<file path="src/rtl/arb_pkg.sv">
// arb_pkg: shared arbiter types and helper functions
package arb_pkg;
  typedef enum logic {IDLE, BUSY} state_t;
  function automatic int idx_w(input int n);
    return n > 1 ? $clog2(n) : 1;
  endfunction
  function automatic int unsigned onehot2bin(input logic [255:0] v);
    int unsigned r;
    r = 0;
    for (int unsigned i = 0; i < 256; i++) r = v[i] ? r | i : r;
    return r;
  endfunction
endpackage

</file>
<file path="src/rtl/arb_strict.sv">
// arb_strict: combinational strict-priority arbiter, lowest index wins
module arb_strict #(
  parameter int WID = 16
) (
  input  logic [WID-1:0] rqsts,
  output logic [WID-1:0] grnts
);
  assign grnts = rqsts & (~rqsts + WID'(1));
endmodule

</file>
<file path="src/rtl/arb_hold.sv">
// arb_hold: registered one-hot grant held across a burst until drop, last beat or hold cap
module arb_hold
  import arb_pkg::*;
#(
  parameter int WID = 16,
  parameter int MAX_HOLD = 8,
  localparam int IW = idx_w(WID),
  localparam int HW = $clog2(MAX_HOLD + 1)
) (
  input  logic           clk,
  input  logic           rst,
  input  logic [WID-1:0] rqsts,
  input  logic [WID-1:0] last,
  input  logic           ack,
  output logic [WID-1:0] grnts,
  output logic           gnt_vld,
  output logic [IW-1:0]  gnt_idx,
  output logic [HW-1:0]  hold_cnt
);
  state_t state, state_nx;
  logic [WID-1:0] grnts_nx, arb_in, win;
  logic [HW-1:0] cnt_nx;
  logic own_req, beat, rel;
  arb_strict #(.WID(WID)) u_strict (.rqsts(arb_in), .grnts(win));
  assign gnt_idx = IW'(onehot2bin(256'(grnts)));
  // release detection and next grant; the owner is masked out when re-arbitrating on release
  always_comb begin
    own_req = |(grnts & rqsts);
    beat = own_req & ack;
    rel = (state == BUSY) & (~own_req | (beat & ((|(grnts & last)) | (hold_cnt == HW'(MAX_HOLD - 1)))));
    arb_in = state == BUSY ? rqsts & ~grnts : rqsts;
    grnts_nx = (state == IDLE) | rel ? win : grnts;
    state_nx = |grnts_nx ? BUSY : IDLE;
    cnt_nx = (state == IDLE) | rel ? '0 : hold_cnt + HW'(beat);
  end
  // state, grant and beat counter registers
  always_ff @(posedge clk) begin
    if (rst) begin
      state <= IDLE;
      grnts <= '0;
      gnt_vld <= 1'b0;
      hold_cnt <= '0;
    end else begin
      state <= state_nx;
      grnts <= grnts_nx;
      gnt_vld <= |grnts_nx;
      hold_cnt <= cnt_nx;
    end
  end
endmodule

</file>
<file path="config.mk">
export PLATFORM = sky130hd
export DESIGN_NAME = arb_hold
export DESIGN_NICKNAME = d
export VERILOG_FILES = /design/src/rtl/arb_pkg.sv /design/src/rtl/arb_strict.sv /design/src/rtl/arb_hold.sv
export SDC_FILE = /design/constraint.sdc
export NUM_CORES = 1
export LEC_CHECK = 0
export ABC_CLOCK_PERIOD_IN_PS = 2100
export CORE_MARGIN = 1.5
export CORE_UTILIZATION = 39
export CTS_BUF_LIST = sky130_fd_sc_hd__clkbuf_8
export DETAILED_ROUTE_END_ITERATION = 8
export PLACE_DENSITY = 0.84
export SLEW_MARGIN = 20
export SYNTH_ARGS = -nofsm -noshare
export SYNTH_HDL_FRONTEND = slang
export SYNTH_SLANG_ARGS = --single-unit
export TNS_END_PERCENT = 50
</file>
<file path="constraint.sdc">
create_clock -name clk -period 2.1 [get_ports clk]
set_input_delay 0.63 -clock clk [delete_from_list [all_inputs] [get_ports clk]]
set_output_delay 0.63 -clock clk [all_outputs]
set_load 0.01 [all_outputs]
</file>
After elaboration in Yosys (flattened, before gate mapping)
Cells that the tools add are included.

cells by class
  add/sub/neg operators = 2
  equal/unequal tests = 1
  multiplexer cells = 18
  bitwise operators = 14
  reductions and logical operators = 4

operator list
  cell                   number
  $and 16x16->16         4
  $reduce_or 16->1       3
  $mux 16                2
  $mux 4                 8
  $not 16->16            2
  $add 16x1->16 const B  1
  $mux 3                 4
  $add 4x1->4            1
  $eq 4x3->1 const B     1
  $mux 2                 2
  $and 1x1->1            3
  $or 1x1->1             3
  $mux 1                 2
  $not 1->1              2
  $reduce_or 2->1        1

word-level totals
  register bits = 22
  bits of input ports = 35
  output and inout bits = 25
  word-level logic and storage cells = 43

Logic depth before layout (Yosys ltp)
Gate-level depths: netlist (run 1).

  depth in word-level cells = 15
  depth in mapped cells = 8
  gate-level depth less buffers = 8

Modules after synthesis
From an unflattened synthesis (run 1), not the netlist that was laid out.

second synthesis, totals
  cell total of the unflattened synthesis = 174
  area total of the unflattened synthesis = 1,577.8 um2

modules (own cells, without submodules)
  module      instances  cells each  area each (um2)  seq. area each (um2)
  arb_hold    1          143         1,341.3          420.4
  arb_strict  1          31          236.5            0.0

Worst setup path after synthesis (run 1)
Ideal clock, no wire load.

  path type = input to register
  start = input last[3]
  end = register grnts[5]
  library setup time = 0.117 ns
  data arrival time = 1.913 ns
  data required time = 1.983 ns
  path slack = 0.070 ns
  cell stages on the path = 7
  path buffers = 1
  cell sequence = a22o_1 -> a221oi_1 -> and3_4 -> a41o_1 -> nand2_1 -> buf_2 -> a32o_1

on the way
  word-level cells in the longest chain between the ends = 8

ends and longest elaborated chain
  element               line            RTL
  from (decl)           arb_hold.sv:13  input logic [WID-1:0] last,
  $and 16x16->16        arb_hold.sv:30  rel = (state == BUSY) & (~own_req | (beat & ((|(grnts & last)) | (hold_cnt == HW'(MAX_HOLD - 1)))));
  $reduce_or 16->1      arb_hold.sv:30
  $or 1x1->1            arb_hold.sv:30
  $and 1x1->1           arb_hold.sv:30
  $or 1x1->1            arb_hold.sv:30
  $and 1x1->1           arb_hold.sv:30
  $or 1x1->1            arb_hold.sv:32  grnts_nx = (state == IDLE) | rel ? win : grnts;
  $mux 16               arb_hold.sv:32
  to (signal assigned)  arb_hold.sv:45  grnts <= grnts_nx;
  to (decl)             arb_hold.sv:15  output logic [WID-1:0] grnts,

Every way passes these cells.
A chain may end at the register's enable or synchronous reset.

==> metrics.md, run 1 <==
| Metric | Value |
|---|---|
| Outcome | finished with violations |
| Failing checks | design-rule violations |
| Top-area cell type share of the netlist area | a little under a third |
| Mapped Cells | ~170 |
| Critical path peak fanout | 19 |
| Max-slew violations | 0 |
| Post-Route Skew | between 0.003 and 0.004 ns |
| Crit path kind | reg2out |
| GP Congestion | around 0.95 |
| Placed Instances | 298 |
| Worst Max-Slew Pin Slew | between 0.3 and 0.4 ns |
| Ys async rst share | 0% |
| Global route total overflow | 0 |
| Nets@finish | between 200 and 300 |
| Initial Util | 41.2% |
| Number of DRC markers in iteration 0 | approximately 230 |
| Layout Utilization | 74.1% |
| Cts bufs inserted | 3 |
| Share of cells above drive strength 1 | between 20% and 30% |
| Fmax | just under 0.5 GHz |
| Tightest Hold Check Type | reg2reg |
| Main synth FF type | dfxtp_1 |
| Mapped Area | 1400 um2 |
| Top cells by count, synth | 25 x nand2_1, 21 x dfxtp_1, 12 x nor2_1 |
| Clk slew on worst S/H paths | about 0.080 ns |
| Critical Path RT | 1.47 ns |
| Port bufs | 59 |
| Top-level I/O count | 60 |
| Pwr dens | ~380 nW/um2 |
| Die area | about 4000 um2 |
| Psw | between 0.2 and 0.3 mW |
| Std cell rows | 21 |
| Seq/Total Area, Yosys | between 30% and 40% |
| LEAKAGE | between 1 and 1.5 nW |
| Area Overhead vs Synth | 80.0% |
| Final WL | 5760 um |
| CP max stage delay | 0.54 ns |
| Placeable Area | 3390 um2 |
| Clock network fraction of total power | between 20% and 30% |
| Syn Nets | between 200 and 250 |
| Setup tns final | 0 ns |
| Number of remaining DRC errors | 2 |
| P_int | between 0.6 and 0.7 mW |
| Minimum clock period | about 2.1 ns |
| Arr. time, crit path | 1.44 ns |
| Final Hold Fails | 0 |
| Switch share | 29.5% |
| VDD IR-drop max | 209 uV |
| Initial antenna violation count | 0 |
| Drt wl/cell | between 15 and 20 um |
| Clock root buffer | clkbuf_8 |
| Worst hold slack | 0.533 ns |
| First-pass GRT wire length | slightly below 9000 um |
| Main area contributors after synthesis | dfxtp_1 30%, nand2_1 6.7%, a221oi_1 4.4% |
| Post-DRT Antenna Nets | 0 |
| Vias in the first global route | between 1500 and 2000 |
| Comb pwr share | 27.9% |
| Global-route usage over all layers | between 20% and 30% |
| Max-slew headroom | about three quarters |
| Synth area leader | dfxtp_1 |
| Final setup viols | 0 |
| CTS tree | yes |
| Setup crit start kind | flop |
| # diodes | 0 |
| Fin area | approximately 2500 um2 |
| Crit path max-delay cell type | clkdlybuf4s50_1 |
| Crit. End Element | output port |
| Die width | roughly 63 um |
| Post-DR vias/cell | between 6 and 7 |
| Final Non-Filler Cells | 304 |
| Hold buffer count at CTS | 0 |
| Post-DP HPWL | roughly 3800 um |
| Die Span Y | about 63 um |
| Post-synth EDFFs | 0 |
| Ys Warns | 0 |
| Library cells used by synthesis | between 40 and 50 |
| Drt first pass iters | 7 |
| Most common cell in the netlist | nand2_1 |
| Via count | ~1900 |
| Average cell area after synthesis | 8.06 um2 |
| Final Cycle Share | between 90% and 100% |
| Htree depth | 1 |
| # clock sinks | 21 |
| Largest net degree at the start of global routing | 20 |
| Clock latency on the worst-skew pair | between 0.2 and 0.3 ns |
| CP cell instances | buf_12 > clkdlybuf4s50_1 |
| Clk buf depth | 2 |
| Reg power frac | between 40% and 50% |
| Synth Register Bits | 21 |
| DP Area | between 2000 and 2500 um2 |
| Max Cap Violations | 0 |
worst paths after layout:
kind	from	end	slack, ns	depth (start not counted)
worst min register to register	grnts[9]	grnts[9]	0.53	2
worst max register to register	grnts[15]	grnts[15]	0.06	8
worst max-delay path	state	gnt_vld	0.03	2
worst min-delay path	grnts[9]	grnts[9]	0.53	2
registers in the layout (all words and copies together), names as in the netlist:
register / flops
state: 1
hold_cnt: 4
grnts: 16
power groups by stage:
stage | clock [mW] | sequential, mW | combinational [mW]
after floorplan | 0 | 0.422 | 0.0868
after global placement | 0 | 0.421 | 0.231
after detailed placement | 0 | 0.421 | 0.233
after CTS | 0.277 | 0.413 | 0.241
after global routing | 0.292 | 0.414 | 0.281
final | 0.272 | 0.413 | 0.265
routing by layer:
| layer | track usage, % | vias up | wire (um) |
|---|---|---|---|
| li1 | - | 843 | - |
| met1 | 34.5 | 882 | 2230 |
| met5 | 0 | - | 0 |
| met4 | 15.3 | 0 | 221 |
| met2 | 47.2 | 135 | 2790 |
| met3 | 6.31 | 25 | 526 |
logic make-up (layout without fill, tap and decap cells):
| logic type | Yosys count | after routing | share of synthesized area [%] |
|---|---|---|---|
| compound gates | 59 | 59 | 33.8 |
| xor+xnor | 2 | 2 | 1.26 |
| fa+ha+maj | 2 | 2 | 1.79 |
| buf+inv | 11 | 96 | 4.39 |
| flops | 21 | 21 | 30.1 |
| simple gates | 78 | 78 | 28.6 |
through the flow:
| step | setup WS, ns | total power [mW] |
|---|---|---|
| floorplan | 0.0700 | 0.508 |
| CTS | -0.0877 | 0.930 |
| global placement | -0.509 | 0.652 |
| finish | 0.0327 | 0.951 |
| detailed placement | -0.545 | 0.654 |
| global route | -0.00273 | 0.987 |
cell type report:
class                   instances  area (um2)
clock buffers                   3        41.3
repair buffers                 89         842
well taps                      46        57.6
fillers                       217         878
clock inverters                 1        3.75
multi-input cells             141        1130
inverters                       3        11.3
flip-flops and latches         21         429
cells in the final DEF (no fill, tap or decap), types with 2 or more instances in the layout:
master           Yosys  final
nand4_1              2      2
nand2b_1             3      2
a221oi_2             0      7
o21ai_0             11     10
nor3_2               1      3
clkbuf_2             0      3
dlymetal6s2s_1       0     12
clkdlybuf4s50_1      0     27
nand2_1             25     24
nand3b_1             2      2
nor2_1              12     10
nor3_1               9      6
dfxtp_1             21     14
buf_6                2      5
a41o_1               4      3
dlygate4sd2_1        0     16
nand3_1             10     10
a32o_1               3      3
and4_1               3      2
ha_4                 0      2
nor4_4               0      2
inv_1                3      4
a22o_1               7      7
dfxtp_2              0      7
buf_4                0     24
a21boi_0             3      3
a21boi_1             3      3
a21oi_1              8      7
clkbuf_8             0      3
and2_1               3      3
a22oi_2              0      2
worst max-delay path, delay by kind of cell, from the launching register on:
family | cells | cell delay [ns]
DFF | 1 | 0.43
buffers and inverters | 2 | 0.73
repair_timing:
action                     CTS  global route
gates resized for setup     46            44
pin swaps                   21            17
setup endpoints to repair   25            21
setup buffers                1             0
cloned                       1             0
(Power assumes the default switching activity.)
==> run 2, diff against run 1 <==
CORE_UTILIZATION = 35   (was 39)
PLACE_DENSITY = 0.77   (was 0.84)
==> metrics.md, run 2 (synthesis results as in run 1) <==
| Metric | Value |
|---|---|
| Placeable Area | between 3000 and 4000 um2 |
| Arr. time, crit path | between 2 and 2.5 ns |
| Crit path max-delay cell type | and4_4 |
| Global-route usage over all layers | a little over a quarter |
| Max-slew headroom | around 70% |
| Register Area | 433 um2 |
| Share of cells above drive strength 1 | roughly 29% |
| Minimum clock period | around 2.1 ns |
| Crit. End Element | flop |
| Crit path kind | in2reg |
| Worst reg2reg path depth | 7 |
| Worst hold slack | ~0.54 ns |
| Clk slew on worst S/H paths | roughly 0.08 ns |
| GP Congestion | roughly 0.9 |
| Top reg by flops | grnts |
| Setup crit start kind | primary input |
| Area of the multi-input gates | 1090 um2 |
| Initial antenna violation count | 0 |
| Final Non-Filler Cells | between 300 and 400 |
| Area Overhead vs Synth | 79.9% |
| Cts bufs inserted | 3 |
| Final setup viols | 0 |
| Top-level I/O count | 60 |
| Clock latency on the worst-skew pair | ~0.26 ns |
| Max Cap Violations | 0 |
| Final Cycle Share | about 98% |
| Global route total overflow | 0 |
| Max-slew violations | 0 |
| Post-DP HPWL | about 4000 um |
| Via count | roughly 1900 |
| Worst R2R Setup Slack | 0.12 ns |
| Post-DR vias/cell | just under 6 |
| Nets@finish | 301 |
| Number of DRC markers in iteration 0 | about 140 |
| Std cell rows | 22 |
| Tightest Hold Check Type | reg2reg |
| R2R Path End | grnts[15] |
| LEAKAGE | approximately 1.1 nW |
| Die area | 4370 um2 |
| Cell count of the worst hold path | 2 |
| Setup WS pre-CTS | -0.522 ns |
| Vias in the first global route | approximately 1800 |
| Fill cells | roughly 310 |
| Port bufs | 59 |
| First-pass GRT wire length | between 8000 and 9000 um |
| Largest net degree at the start of global routing | 21 |
| Clk buf depth | 2 |
| Post-Route Skew | between 0.008 and 0.009 ns |
| Hold Path End | grnts[11] |
| Post-route setup slack | between 0.03 and 0.04 ns |
| Total power | approximately 0.95 mW |
| Htree depth | 1 |
| Most frequent cells in the layout | 29 x buf_4, 29 x clkdlybuf4s50_1, 24 x nand2_1 |
| Fmax | slightly below 0.5 GHz |
| Outcome | finished, final reports clean |
| Post-DRT Antenna Nets | 0 |
| CTS tree | yes |
| Critical Path RT | around 2.3 ns |
| Final WL | roughly 5800 um |
| Placed Instances | 301 |
| Number of remaining DRC errors | 0 |
| Critical path peak fanout | 7 |
| Drt wl/cell | roughly 19 um |
| Largest register FFs | 16 |
| Drt first pass iters | 4 |
| Initial Util | 37.3% |
| Layout Utilization | 67.0% |
| Launch point of the worst reg-to-reg path | state |
| VDD IR-drop max | 244 uV |
| Clock root buffer | clkbuf_8 |
| # diodes | 0 |
| CP cell instances | dlygate4sd2_1 > a22o_1 > a221oi_2 > and4_4 > nor2b_4 > buf_6 > and4_1 > a41o_1 |
| CP max stage delay | 0.31 ns |
| Die Span Y | between 60 and 70 um |
| Pwr dens | 378 nW/um2 |
| Worst Max-Slew Pin Slew | roughly 0.42 ns |
| Worst hold start | grnts[11] |
| Die width | 66.1 um |
| # clock sinks | 21 |
| Largest regs | grnts: 16 flops, hold_cnt: 4 flops, state: 1 flops |
| Final Hold Fails | 0 |
| RSZ-0062 raised after global routing | yes |
-- run 2: changes by cell type in the layout (fill, tap and decap cells not counted), moves of 2 or more --
cell | previous run | this run
nand2_4 | 0 | 2
o21ai_0 | 10 | 7
nor4_1 | 0 | 2
clkdlybuf4s50_1 | 27 | 29
nor4_4 | 2 | 0
dlygate4sd2_1 | 16 | 21
o21ai_1 | 1 | 5
clkbuf_2 | 3 | 0
buf_4 | 24 | 29
dlymetal6s2s_1 | 12 | 9
-- run 2: where the power goes --
part           switching (mW)  internal (mW)
clock                   0.136          0.130
sequential             0.0107          0.402
combinational           0.128          0.142
total                   0.275          0.674
-- run 2: critical path, delay by kind of cell --
family | cells | cell delay (ns)
compound gates | 3 | 0.64
buf+inv | 2 | 0.37
simple gates | 3 | 0.57
-- run 2: final cells by class --
class | count | share of cell area (%)
Multi-Input combinational cell | 142 | 43.5
Tap cell | 48 | 2.39
Timing Repair Buffer | 93 | 34.6
Clock buffer | 3 | 1.65
Inverter | 3 | 0.449
Sequential cell | 21 | 17.2
Clock inverter | 1 | 0.150
-- run 2: metal layers --
metal / track usage [%] / wire, um / share of wire, %
met5: 0 / 0 / 0
met4: 6.63 / 115 / 2.0
met2: 44.4 / 2810 / 49
met3: 3.58 / 545 / 9.5
met1: 35.3 / 2280 / 40
-- run 2: worst max-delay path by stage --
stage / from / end / cells past startpoint
CTS: grnts[14] / gnt_idx[2] / 3
detailed placement: last[3] / grnts[9] / 8
global placement: rqsts[5] / hold_cnt[2] / 9
floorplan: last[3] / grnts[5] / 7
finish: rqsts[9] / grnts[0] / 8
global route: last[11] / grnts[14] / 6
-- run 2: per-stage QoR --
| stage | setup TNS (ns) | area [um2] |
|---|---|---|
| after detailed placement | -9.42 | 2230 |
| after floorplan | 0 | 1400 |
| after CTS | -0.0914 | 2430 |
| after global placement | -9.10 | 2230 |
| after global routing | -0.0281 | 2510 |
| final | 0 | 2510 |
-- run 2: what timing repair did --
| item | in CTS | in global routing |
|---|---|---|
| cloned | 2 | 0 |
| endpoints found under the setup margin | 25 | 23 |
| hold endpoints to repair | 0 | 0 |
| setup buffers | 0 | 4 |
| pin swaps | 20 | 8 |
| hold buffers | 0 | 0 |
| gates resized for setup | 62 | 19 |
==> run 3, diff against run 2 <==
PLACE_DENSITY = 0.71   (was 0.77)
==> metrics.md, run 3 (synthesis results as in run 1) <==
| Metric | Value |
|---|---|
| Die Span Y | roughly 66 um |
| DP Area | ~2200 um2 |
| Post-DRT Antenna Nets | 0 |
| # diodes | 0 |
| Most frequent cells in the layout | 28 x buf_4, 28 x clkdlybuf4s50_1, 24 x nand2_1, 24 x dlygate4sd2_1, 12 x dfxtp_1 |
| Number of remaining DRC errors | 0 |
| Worst Max-Slew Pin Slew | 0.485 ns |
| Setup crit start kind | primary input |
| First-pass GRT wire length | between 8000 and 9000 um |
| CP cell instances | clkdlybuf4s50_1 > a221oi_2 > and3_4 > a41o_4 > buf_6 > a2111o_1 > a21oi_2 |
| Initial antenna violation count | 0 |
| Clk buf depth | 2 |
| Critical path peak fanout | 6 |
| Post-route setup slack | between 0.04 and 0.05 ns |
| Fill cells | around 320 |
| Share of cells above drive strength 1 | roughly 30% |
| Crit path max-delay cell type | clkdlybuf4s50_1 |
| CTS tree | yes |
| Htree depth | 1 |
| Post-Route Skew | around 0.0097 ns |
| Critical Path RT | about 2.3 ns |
| Total power | approximately 0.94 mW |
| Final setup viols | 0 |
| Setup WS pre-CTS | -0.554 ns |
| Launch point of the worst reg-to-reg path | state |
| Number of DRC markers in iteration 0 | 177 |
| Port bufs | slightly below 60 |
| Pwr dens | between 300 and 400 nW/um2 |
| Die width | around 66 um |
| Busiest grt layer | met2 |
| Arr. time, crit path | between 2 and 2.5 ns |
| Max-slew violations | 0 |
| Minimum clock period | roughly 2 ns |
| Global-route usage over all layers | 25.9% |
| Die area | 4370 um2 |
| Clock root buffer | clkbuf_8 |
| Hold buffer count at CTS | 0 |
| Max Cap Violations | 0 |
| M3 GR Usage | about 7% |
| Final WL | between 5000 and 6000 um |
| Largest register FFs | 16 |
| M2 GR Usage | about two fifths |
| Outcome | finished, final reports clean |
| Max-slew headroom | 67.6% |
| Fmax | between 0.4 and 0.5 GHz |
| Top reg by flops | grnts |
| Drt first pass iters | 5 |
| Final Hold Fails | 0 |
| Met1 Usage GRT | about a third |
| Crit path kind | in2reg |
| Std cell rows | 22 |
| CP max stage delay | around 0.47 ns |
| Vias in the first global route | approximately 1700 |
| VDD IR-drop max | between 500 and 600 uV |
| # clock sinks | 21 |
| Clk slew on worst S/H paths | around 0.09 ns |
| Fin area | ~2500 um2 |
| Largest regs | grnts: 16 flops, hold_cnt: 4 flops, state: 1 flops |
| Drt wl/cell | approximately 18 um |
| Largest net degree at the start of global routing | 16 |
| Layout Utilization | between 60% and 70% |
| Placeable Area | ~3700 um2 |
| Area Overhead vs Synth | 77.8% |
| Initial Util | 37.3% |
| Top-level I/O count | 60 |
| GP Congestion | about 0.9 |
| Crit. End Element | flop |
| Via count | 1827 |
| Final Cycle Share | 97.9% |
| Tightest Hold Check Type | reg2reg |
| Clock latency on the worst-skew pair | 0.27 ns |
| Post-DP HPWL | between 4000 and 5000 um |
| Crit path launch | last[15] |
| Nets@finish | ~300 |
| LEAKAGE | around 1.1 nW |
| Global route total overflow | 0 |
| Worst hold start | grnts[8] |
| Cts bufs inserted | 3 |
| Post-DR vias/cell | roughly 5.9 |
==> run 3: cell types whose count changed in the layout (fill, tap and decap cells not counted), moves of 2 or more <==
cell             delta
clkdlybuf4s15_1     +2
nor4_1              -2
nor4_2              +2
dlygate4sd2_1       +3
nor2_1              -3
dfxtp_2             +2
nor2_2              +3
dlymetal6s2s_1      -4
==> run 3: layer usage <==
layer	routed length, um	vias to the layer above
met5	0	-
met4	84	0
met3	654	12
met2	2600	116
met1	2250	854
li1	-	845
==> run 3: final cells by class <==
cell class / count / area, um2 / area share [%]
clock buffers: 3 / 41.3 / 1.66
clock inverters: 1 / 3.75 / 0.151
repair buffers: 91 / 837 / 33.8
inverters: 3 / 11.3 / 0.454
multi-input cells: 141 / 1090 / 44.1
flip-flops and latches: 21 / 432 / 17.4
well taps: 48 / 60.1 / 2.42
==> run 3: worst max-delay path, delay by kind of cell <==
family | cells | cell delay (ns)
compound gates | 4 | 0.85
simple gates | 1 | 0.18
buf+inv | 2 | 0.60
==> run 3: timing repair <==
action / CTS / global route
pin swaps: 19 / 15
resized for setup: 60 / 23
endpoints found under the setup margin: 25 / 15
endpoints found under the hold margin: 0 / 0
gates cloned: 1 / 0
buffers inserted: 0 / 0
==> run 3: final timing paths <==
check	cells past startpoint	endpoint	slack [ns]
max	7	grnts[14]	0.04
min	2	grnts[8]	0.53
max reg2reg	7	grnts[13]	0.15
min reg2reg	2	grnts[8]	0.53
==> run 3: power by group <==
| group | switching (mW) | internal [mW] | leakage (nW) |
|---|---|---|---|
| clock | 0.145 | 0.131 | 0.0269 |
| sequential | 0.0108 | 0.403 | 0.175 |
| combinational | 0.121 | 0.131 | 0.849 |
==> run 3: per-stage QoR <==
stage / TNS [ns] / hold WS [ns] / std cells
2_1_floorplan: 0 / 0.528 / 173
3_3_place_gp: -9.29 / 0.515 / 303
3_5_place_dp: -9.78 / 0.516 / 303
4_1_cts: -0.0686 / 0.538 / 308
5_1_grt: -0.0191 / 0.555 / 308
6_report: 0 / 0.531 / 308
